**config.mk**
```make
export PLATFORM = sky130hd
export DESIGN_NAME = ap_mult_err_eval_flat
export DESIGN_NICKNAME = d
export VERILOG_FILES = /design/src/rtl/ap_mult_err_eval_pkg.sv /design/src/rtl/ap_mult_err_eval_if.sv /design/src/rtl/ap_mult_err_eval_ppgen.sv /design/src/rtl/ap_mult_err_eval.sv /design/src/flat_wrapper.sv
export SDC_FILE = /design/constraint.sdc
export NUM_CORES = 1
export LEC_CHECK = 0
export BUFFER_PORTS_ARGS = -buffer_cell sky130_fd_sc_hd__buf_2
export CORE_ASPECT_RATIO = 2
export CORE_MARGIN = 5
export CORE_UTILIZATION = 55
export DETAILED_ROUTE_END_ITERATION = 8
export GPL_TIMING_DRIVEN = 0
export PLACE_DENSITY = 0.84
export SLEW_MARGIN = 10
export SYNTH_ARGS = -nofsm -noshare
export SYNTH_HDL_FRONTEND = slang
export SYNTH_SLANG_ARGS = --single-unit
```
**constraint.sdc**
```tcl
create_clock -name clk -period 7.6 [get_ports clk]
set_input_delay 0.76 -clock clk [delete_from_list [all_inputs] [get_ports clk]]
set_output_delay 0.76 -clock clk [all_outputs]
set_load 0.01 [all_outputs]
```
**src/rtl/ap_mult_err_eval_pkg.sv**
```systemverilog
// ap_eval_pkg: state encoding and width helpers shared by the multiplier evaluator files
package ap_eval_pkg;
  localparam int DEF_WIDTH = 4;
  typedef enum logic [1:0] {IDLE, SWEEP, DONE} state_t;
  function automatic int pp_w(int w);
    return w * w;
  endfunction
  function automatic int res_w(int w);
    return 2 * w;
  endfunction
  function automatic int n_pairs(int w);
    return 1 << (2 * w);
  endfunction
  function automatic int cnt_w(int w);
    return 2 * w + 1;
  endfunction
  function automatic int sum_w(int w);
    return 4 * w;
  endfunction
endpackage

```
**src/rtl/ap_mult_err_eval_if.sv**
```systemverilog
// ap_mult_err_eval_if: partial-product / product bus between the evaluator and the compressor tree
interface ap_mult_err_eval_if
  import ap_eval_pkg::*;
#(parameter int WIDTH = DEF_WIDTH);
  logic [pp_w(WIDTH)-1:0] pp_o;
  logic [res_w(WIDTH)-1:0] res_i;
  modport master (output pp_o, input res_i);
  modport slave (input pp_o, output res_i);
endinterface

```
**src/rtl/ap_mult_err_eval_ppgen.sv**
```systemverilog
// ppgen: AND array producing the partial-product vector, bit WIDTH*i+j = a[j] & b[i]
module ppgen #(parameter int WIDTH = 4) (
  input  logic [WIDTH-1:0]       a,
  input  logic [WIDTH-1:0]       b,
  output logic [WIDTH*WIDTH-1:0] pp
);
  for (genvar i = 0; i < WIDTH; i++) begin : g_row
    for (genvar j = 0; j < WIDTH; j++) begin : g_col
      assign pp[WIDTH*i+j] = a[j] & b[i];
    end
  end
endmodule

```
**src/rtl/ap_mult_err_eval.sv**
```systemverilog
// ap_mult_err_eval: sweeps all operand pairs through the compressor under test and accumulates error metrics
module ap_mult_err_eval
  import ap_eval_pkg::*;
#(
  parameter int WIDTH = DEF_WIDTH,
  parameter int LAT   = 0
) (
  input  logic                      clk,
  input  logic                      rst_n,
  input  logic                      start,
  ap_mult_err_eval_if.master        bus,
  output logic                      busy,
  output logic                      done,
  output logic [cnt_w(WIDTH)-1:0]   err_cnt,
  output logic [sum_w(WIDTH)-1:0]   sum_ed,
  output logic [res_w(WIDTH)-1:0]   max_ed,
  output logic [WIDTH-1:0]          worst_a,
  output logic [WIDTH-1:0]          worst_b
);
  localparam int PW = pp_w(WIDTH);
  localparam int RW = res_w(WIDTH);
  localparam int CW = cnt_w(WIDTH);
  localparam int SW = sum_w(WIDTH);
  localparam int TW = 1 + 2 * RW;
  state_t        state;
  logic [RW-1:0] n;
  logic          iss;
  logic [PW-1:0] pp;
  logic [TW-1:0] cur, tag;
  logic          tv, last;
  logic [RW-1:0] tn, tx, res, ed;
  ppgen #(.WIDTH(WIDTH)) u_ppgen (.a(n[WIDTH-1:0]), .b(n[RW-1:WIDTH]), .pp(pp));
  assign bus.pp_o = iss ? pp : '0;
  // tag = {valid, {b,a}, exact product} of the pair on the bus this cycle
  assign cur  = {iss, n, RW'(n[WIDTH-1:0]) * RW'(n[RW-1:WIDTH])};
  assign tv   = tag[TW-1];
  assign tn   = tag[TW-2 -: RW];
  assign tx   = tag[RW-1:0];
  assign res  = bus.res_i;
  assign ed   = res >= tx ? res - tx : tx - res;
  assign last = tv && tn == RW'(n_pairs(WIDTH) - 1);
  if (LAT == 0) begin : g_comb
    assign tag = cur;
  end else begin : g_pipe
    logic [TW-1:0] sh [LAT];
    // shift each issued tag alongside the tree pipeline so it meets its own res_i
    always_ff @(posedge clk or negedge rst_n) begin
      if (!rst_n) begin
        sh <= '{default: '0};
      end else begin
        sh[0] <= cur;
        for (int k = 1; k < LAT; k++) sh[k] <= sh[k-1];
      end
    end
    assign tag = sh[LAT-1];
  end
  // control FSM, sweep counter and error accumulators
  always_ff @(posedge clk or negedge rst_n) begin
    if (!rst_n) begin
      state   <= IDLE;
      n       <= '0;
      iss     <= 1'b0;
      busy    <= 1'b0;
      done    <= 1'b0;
      err_cnt <= '0;
      sum_ed  <= '0;
      max_ed  <= '0;
      worst_a <= '0;
      worst_b <= '0;
    end else begin
      done <= 1'b0;
      if (iss) begin
        iss <= ~&n;
        n   <= n + 1'b1;
      end
      if (tv) begin
        err_cnt <= err_cnt + CW'(ed != '0);
        sum_ed  <= sum_ed + SW'(ed);
        if (ed > max_ed) begin
          max_ed  <= ed;
          worst_a <= tn[WIDTH-1:0];
          worst_b <= tn[RW-1:WIDTH];
        end
      end
      case (state)
        IDLE: if (start) begin
          state   <= SWEEP;
          busy    <= 1'b1;
          iss     <= 1'b1;
          n       <= '0;
          err_cnt <= '0;
          sum_ed  <= '0;
          max_ed  <= '0;
          worst_a <= '0;
          worst_b <= '0;
        end
        SWEEP: if (last) begin
          state <= DONE;
          busy  <= 1'b0;
          done  <= 1'b1;
        end
        DONE:    state <= IDLE;
        default: state <= IDLE;
      endcase
    end
  end
endmodule

```
**src/flat_wrapper.sv**
```systemverilog
// flat-port wrapper written by rule: the top's interface ports become plain ports
module ap_mult_err_eval_flat import ap_eval_pkg::*;
#(
  parameter int WIDTH = DEF_WIDTH,
  parameter int LAT   = 0
)
  (clk, rst_n, start, busy, done, err_cnt, sum_ed, max_ed, worst_a, worst_b, bus_pp_o, bus_res_i);
  ap_mult_err_eval_if #(.WIDTH(WIDTH)) bus_i ();
  input  logic clk;
  input  logic rst_n;
  input  logic start;
  output logic busy;
  output logic done;
  output logic [cnt_w(WIDTH)-1:0] err_cnt;
  output logic [sum_w(WIDTH)-1:0] sum_ed;
  output logic [res_w(WIDTH)-1:0] max_ed;
  output logic [WIDTH-1:0] worst_a;
  output logic [WIDTH-1:0] worst_b;
  output wire logic [$bits(bus_i.pp_o)-1:0] bus_pp_o;
  input wire logic [$bits(bus_i.res_i)-1:0] bus_res_i;
  assign bus_pp_o = bus_i.pp_o;
  assign bus_i.res_i = bus_res_i;
  ap_mult_err_eval #(.WIDTH(WIDTH), .LAT(LAT)) u_core (.clk(clk), .rst_n(rst_n), .start(start), .bus(bus_i), .busy(busy), .done(done), .err_cnt(err_cnt), .sum_ed(sum_ed), .max_ed(max_ed), .worst_a(worst_a), .worst_b(worst_b));
endmodule
```
# Yosys cells after proc, flatten, opt, wreduce, memory -nomap -nowiden
# Cells that the tools add are included.
[op_classes] n_mul=1 mux=34 eq_ne=4 n_reduce_logical=8 bitwise=16 n_lt_le_gt_ge=2 add_sub_neg=5
[op_table] op="$mux W16" n=4
[op_table] op="$mux W8" n=8
[op_table] op="$mux W4" n=8
[op_table] op="$mux W9" n=3
[op_table] op="$add A16 B8 Y16" n=1
[op_table] op="$and A1 B1 Y1" n=16
[op_table] op="$sub A8 B8 Y8" n=2
[op_table] op="$add A9 B1 Y9" n=1
[op_table] op="$add A8 B1 Y8 const B" n=1
[op_table] op="$eq A8 B8 Y1 const B" n=1
[op_table] op="$ge A8 B8 Y1" n=1
[op_table] op="$gt A8 B8 Y1" n=1
[op_table] op="$mul A4 B4 Y8" n=1
[op_table] op="$reduce_and A8 Y1" n=1
[op_table] op="$reduce_bool A8 Y1" n=1
[op_table] op="$mux W1" n=7
[op_table] op="$mux W2" n=2
[op_table] op="$pmux W2 S2" n=1
[op_table] op="$reduce_and A3 Y1" n=1
[op_table] op="$eq A2 B1 Y1 const B" n=1
[op_table] op="$logic_not A2 Y1" n=1
[op_table] op="$ne A2 B1 Y1 const B" n=1
[op_table] op="$ne A2 B2 Y1 const B" n=1
[op_table] op="$pmux W1 S2" n=1
[op_table] op="other kinds (4)" n=4
[word_totals] out_inout_bits=59 in_bits=11 register_bits=54 word_cells=80

# Longest topological paths before layout
[depth] depth_word=8 depth_mapped=30 mapped_depth_nobuf=27

# Modules after synthesis
# A second synthesis with hierarchy kept.
[hier_totals] hier_cells=515 hier_area_um2=4545.6
[by_module_without_submodules] mod="ap_mult_err_eval" instances=1 area_per_inst_um2=4445.5 cells_per_inst=499 seq_area_each_um2=1351.3
[by_module_without_submodules] mod="ppgen" instances=1 area_per_inst_um2=100.1 cells_per_inst=16 seq_area_each_um2=0.0

# Least setup slack after synthesis
# OpenSTA, ideal clock, no wires.
[synth_path] path_type="register to register" from="reg u_core.n[0]" to="reg u_core.max_ed[5]" slack_ns=1.399 stages_incl_launch_ff=28 required_ns=7.475 n_path_buf=2 synth_period_minus_slack_ns=6.201 setup_time_ns=0.125 arrival_ns=6.076 path_cell_list="dfrtp_1 clkbuf_1 and2_1 fa_1 fa_1 ha_1 a21o_1 a21oi_1 o21bai_1 a21oi_1 xor2_1 ha_1 a21oi_1 o21ai_2 nor2_2 buf_6 mux2_1 a31oi_1 xnor2_1 ha_1 a21oi_1 nand2_1 nor3_1 o21a_1 a211oi_2 o311ai_1 a221oi_4 mux2_4"
[synth_between] elab_chain_cells=8 word_cells_on_any_way=10 cone_classes="add/sub: 2; mul: 1; order compare: 2; mux: 5"
[synth_rtl] item="from (decl)" line="ap_mult_err_eval.sv:26" text="logic [RW-1:0] n;"
[synth_rtl] item="from (signal assigned)" line="ap_mult_err_eval.sv:74" text="n <= n + 1'b1;"
[synth_rtl] item="$mul A4 B4 Y8 *" line="ap_mult_err_eval.sv:35" text="assign cur = {iss, n, RW'(n[WIDTH-1:0]) * RW'(n[RW-1:WIDTH])};"
[synth_rtl] item="$sub A8 B8 Y8 or $ge A8 B8 Y1 (tied branches)" line="ap_mult_err_eval.sv:40" text="assign ed = res >= tx ? res - tx : tx - res;"
[synth_rtl] item="$mux W8 *" line="ap_mult_err_eval.sv:40"
[synth_rtl] item="$gt A8 B8 Y1" line="ap_mult_err_eval.sv:79" text="if (ed > max_ed) begin"
[synth_rtl] item="$mux W8 *" line="ap_mult_err_eval.sv:79"
[synth_rtl] item="$mux W8 *" line="ap_mult_err_eval.sv:76" text="if (tv) begin"
[synth_rtl] item="$mux W8" line="ap_mult_err_eval.sv:86" text="IDLE: if (start) begin"
[synth_rtl] item="$mux W8 *" line="ap_mult_err_eval.sv:85" text="case (state)"
[synth_rtl] item="to (signal assigned)" line="ap_mult_err_eval.sv:67" text="max_ed <= '0;"
[synth_rtl] item="to (signal assigned)" line="ap_mult_err_eval.sv:80" text="max_ed <= ed;"
[synth_rtl] item="to (signal assigned)" line="ap_mult_err_eval.sv:93" text="max_ed <= '0;"
[synth_rtl] item="to (decl)" line="ap_mult_err_eval.sv:16" text="output logic [res_w(WIDTH)-1:0] max_ed,"
# Every way passes the cells marked *; elsewhere a longest branch is shown, timed or not.
# A chain may end at the register's enable or synchronous reset.

# Worst setup path after layout
[layout_path] from="reg u_core.n[1]" to="reg u_core.worst_b[1]"
[layout_between] elab_chain_cells=8 word_cells_on_any_way=10 cone_classes="add/sub: 2; mul: 1; order compare: 2; mux: 5"
[layout_rtl] item="$mul A4 B4 Y8 *" line="ap_mult_err_eval.sv:35"
[layout_rtl] item="$sub A8 B8 Y8 or $ge A8 B8 Y1 (tied branches)" line="ap_mult_err_eval.sv:40"
[layout_rtl] item="$mux W8 *" line="ap_mult_err_eval.sv:40"
[layout_rtl] item="$gt A8 B8 Y1 *" line="ap_mult_err_eval.sv:79"
[layout_rtl] item="$mux W4 *" line="ap_mult_err_eval.sv:79"
[layout_rtl] item="$mux W4 *" line="ap_mult_err_eval.sv:76"
[layout_rtl] item="$mux W4" line="ap_mult_err_eval.sv:86"
[layout_rtl] item="$mux W4 *" line="ap_mult_err_eval.sv:85"
[layout_rtl] item="to (signal assigned)" line="ap_mult_err_eval.sv:82" text="worst_b <= tn[RW-1:WIDTH];"
[layout_rtl] item="to (decl)" line="ap_mult_err_eval.sv:18" text="output logic [WIDTH-1:0] worst_b"
# Marked as above.

==> results_dict.tcl <==
set metrics [dict create \
    status "finished clean" \
    netlist-cell-type-count 54 \
    synth-warning-count 0 \
    hold_class "reg -> reg" \
    core_um2 7828 \
    timing.fmax_mhz 142.2 \
    diodes 0 \
    drt-wirelength-per-cell_um 15.37 \
    stdcell_count 662 \
    portBuffers 69 \
    crit_type "reg -> reg" \
    grt_max_degree 55 \
    gr-total-overflow 0 \
    grt_pass1_wl_mm 16.82 \
    synth-seq-cells 54 \
    synth-main-ff-cell "dfrtp_1" \
    hold_violations 0 \
    clk_latency_ns 0.29 \
    fin_skew_ns 0.007095 \
    rrSetupSlack_ns 0.57 \
    postRouteAntennaNets 0 \
    gp_congestion 0.9150 \
    path_max_fanout 10 \
    start_util_pct 55.43 \
    maxCapViolations 0 \
    postSynthAreaPerCell_um2 8.928 \
    fin_crit_sh_pct 92.51 \
    required_ns 7.81 \
    placedCellCount 651 \
    vias_per_cell 5.520 \
    die_area_um2 9873 \
    drtIter0Drc 272 \
    syn_area_um2 4339 \
    rsz0062_at_grt "no" \
    relSlewSlack_pct 52.61 \
    cts_tree "yes" \
    cts-root-buf "clkbuf_16" \
    worst_slew_pin_slew_ns 0.7109 \
    end_kind "register" \
    cts_resized 0 \
    finalMaxSlewViolations 0 \
    drcViolationCount 0 \
    num_rows 46 \
    drive_above_1_share_pct 17.31 \
    dp_hpwl_mm 7.871 \
    finalSetupTns_ns 0 \
    die_h_um 135.6 \
    ys_seq_area_share_pct 31.14 \
    wl_met1_mm 4.245 \
    die_w_um 72.81 \
    n_fill_cell 669 \
    cp.arrival_ns 7.24 \
    grt_pass1_vias 3705 \
    wl_met2_mm 5.279 \
    critPathLaunchType "register" \
    async_flop_share_pct 100.0 \
    drtPass1Iterations 4 \
    areaGrowthSynthToFinish_pct 15.14 \
    final_net_count 629 \
    multi_input_area_um2 2719 \
    vias 3654 \
    synth_edf_count 0 \
    synthCells 486 \
    slowest_stage "fa_1" \
    seqCellArea_um2 1351 \
    cts.htree.levels 2 \
    antenna_found_initial 0 \
    clock_tree.buffer_depth 2 \
    period_needed_ns 7.031 \
    cts.clk_slew.worst_paths_ns 0.07 \
    cts-buffers-inserted 5 \
    pin_count 70 \
    wl_mm 10.18 \
    max_stage_delay_ns 0.50 \
    top_layer_used "met4" \
    grt_usage_pct 21.15 \
    wl_met3_um 532 \
    setup_viol 0 \
    cp_common_cell "a21oi_1" \
    synthesis.nets 550 \
    cts_sinks 54 \
]
## cells in the mapped netlist, types with 2 or more instances
cell type / number / area share [%]
mux2i_1: 27 / 6.2
or3b_1: 2 / 0.40
nand3b_1: 4 / 0.69
nand2_1: 58 / 5.0
buf_6: 2 / 0.52
clkbuf_1: 20 / 1.7
a21oi_1: 23 / 2.7
o21ai_0: 17 / 2.0
and3b_1: 2 / 0.40
o211ai_1: 2 / 0.35
o21a_1: 2 / 0.35
nor2_1: 36 / 3.1
o21bai_1: 3 / 0.52
nand2b_1: 3 / 0.43
xor2_1: 20 / 4.0
inv_1: 39 / 3.4
or4_1: 2 / 0.35
nand4_1: 10 / 1.4
xnor2_1: 9 / 1.8
or3_1: 11 / 1.6
and2_1: 13 / 1.9
ha_1: 46 / 13
fa_1: 7 / 3.2
a31oi_1: 3 / 0.43
a211oi_1: 3 / 0.52
a21boi_0: 2 / 0.35
a31o_2: 2 / 0.40
dfrtp_1: 54 / 31
a21o_1: 10 / 1.7
o21ai_2: 2 / 0.40
and3_1: 17 / 2.5
nand3_1: 11 / 1.3
a21oi_2: 2 / 0.40
nor2b_1: 2 / 0.29
## final timing paths
check                                                  from                          end  depth (start not counted)
worst max register to register        u_core.n[1]$_DFF_PN0_  u_core.worst_b[1]$_DFF_PN0_                         27
worst min register to register  u_core.state[1]$_DFFE_PN0P_  u_core.state[0]$_DFFE_PN0P_                          1
worst min-delay path            u_core.state[1]$_DFFE_PN0P_  u_core.state[0]$_DFFE_PN0P_                          1
min in group asynchronous                             rst_n  u_core.worst_a[0]$_DFF_PN0_                          1
worst max-delay path                  u_core.n[1]$_DFF_PN0_  u_core.worst_b[1]$_DFF_PN0_                         27
max in group asynchronous                             rst_n   u_core.max_ed[4]$_DFF_PN0_                          1
## kinds of logic after synthesis
| kind of cell | count (synthesis) | synth area share [%] |
|---|---|---|
| AO/OA/AOI/OAI | 79 | 12.43 |
| AND/OR/NAND/NOR | 177 | 20.50 |
| XOR/XNOR | 30 | 6.401 |
| flip-flops | 54 | 31.14 |
| multiplexers | 29 | 6.834 |
| buffers and inverters | 64 | 6.199 |
| adder cells (fa/ha/maj) | 53 | 16.49 |
## sequential cells by signal, indices dropped and copies added, names as in the netlist
register	flops
u_core.busy	1
u_core.done	1
u_core.err_cnt	9
u_core.iss	1
u_core.max_ed	8
u_core.n	8
u_core.state	2
u_core.sum_ed	16
u_core.worst_a	4
u_core.worst_b	4
## layout make-up
type | count | area share, %
multi-input combinational | 368 | 54.42
sequential | 54 | 27.05
timing repair buffer | 72 | 7.413
inverter | 39 | 2.930
clock buffer | 6 | 2.580
buffer | 25 | 2.454
tap | 96 | 2.404
clock inverter | 2 | 0.7513
## placed cells by master (no fill, tap or decap), types with 9 or more instances in the layout
cell and instances:
nor2_1 36, or3_1 11, and2_1 13, xor2_1 20, a21o_1 10, dfrtp_1 54, inv_1 39, o21ai_0 17
xnor2_1 9, ha_1 46, nand4_1 10, nand2_1 58, nand3_1 11, a21oi_1 23, and3_1 17, clkbuf_1 21
mux2i_1 27, buf_2 69
## critical path, delay by kind of cell (launching register included)
| family | cells | cell delay [ns] |
|---|---|---|
| AOI/OAI and AO/OA | 11 | 1.97 |
| and+or+nand+nor | 4 | 0.89 |
| muxes | 2 | 0.50 |
| adders and majority gates | 5 | 1.91 |
| DFF | 1 | 0.37 |
| buffers and inverters | 3 | 0.79 |
| xor gates and xnor gates | 2 | 0.51 |
## stage by stage
| step | area (um2) | util [%] | hold slack (ns) | worst slack [ns] |
|---|---|---|---|---|
| 2_1_floorplan | 4339 | - | 0.4337 | 1.399 |
| 3_3_place_gp | 4805 | 61.38 | 0.4653 | 0.6190 |
| 3_5_place_dp | 4805 | 61.38 | 0.4722 | 0.5044 |
| 4_1_cts | 4971 | 63.51 | 0.4868 | 0.4625 |
| 5_1_grt | 4996 | 63.83 | 0.5369 | 0.07372 |
| 6_report | 4996 | 63.83 | 0.4860 | 0.5691 |
## metal layers
metal,GRT usage (%),vias up
met5,0,-
met4,5.955,0
met3,2.897,12
met2,36.92,101
met1,26.75,1728
li1,-,1813
## timing repair
item                       4_1_cts  5_1_grt
hold buffers                     0        0
setup endpoints to repair        0        4
setup buffers                    0        3
hold endpoints to repair         0        0
Power is left out: the tool's default activity adds up to more than one toggle a clock period on the data nets, which glitch-free logic cannot reach.
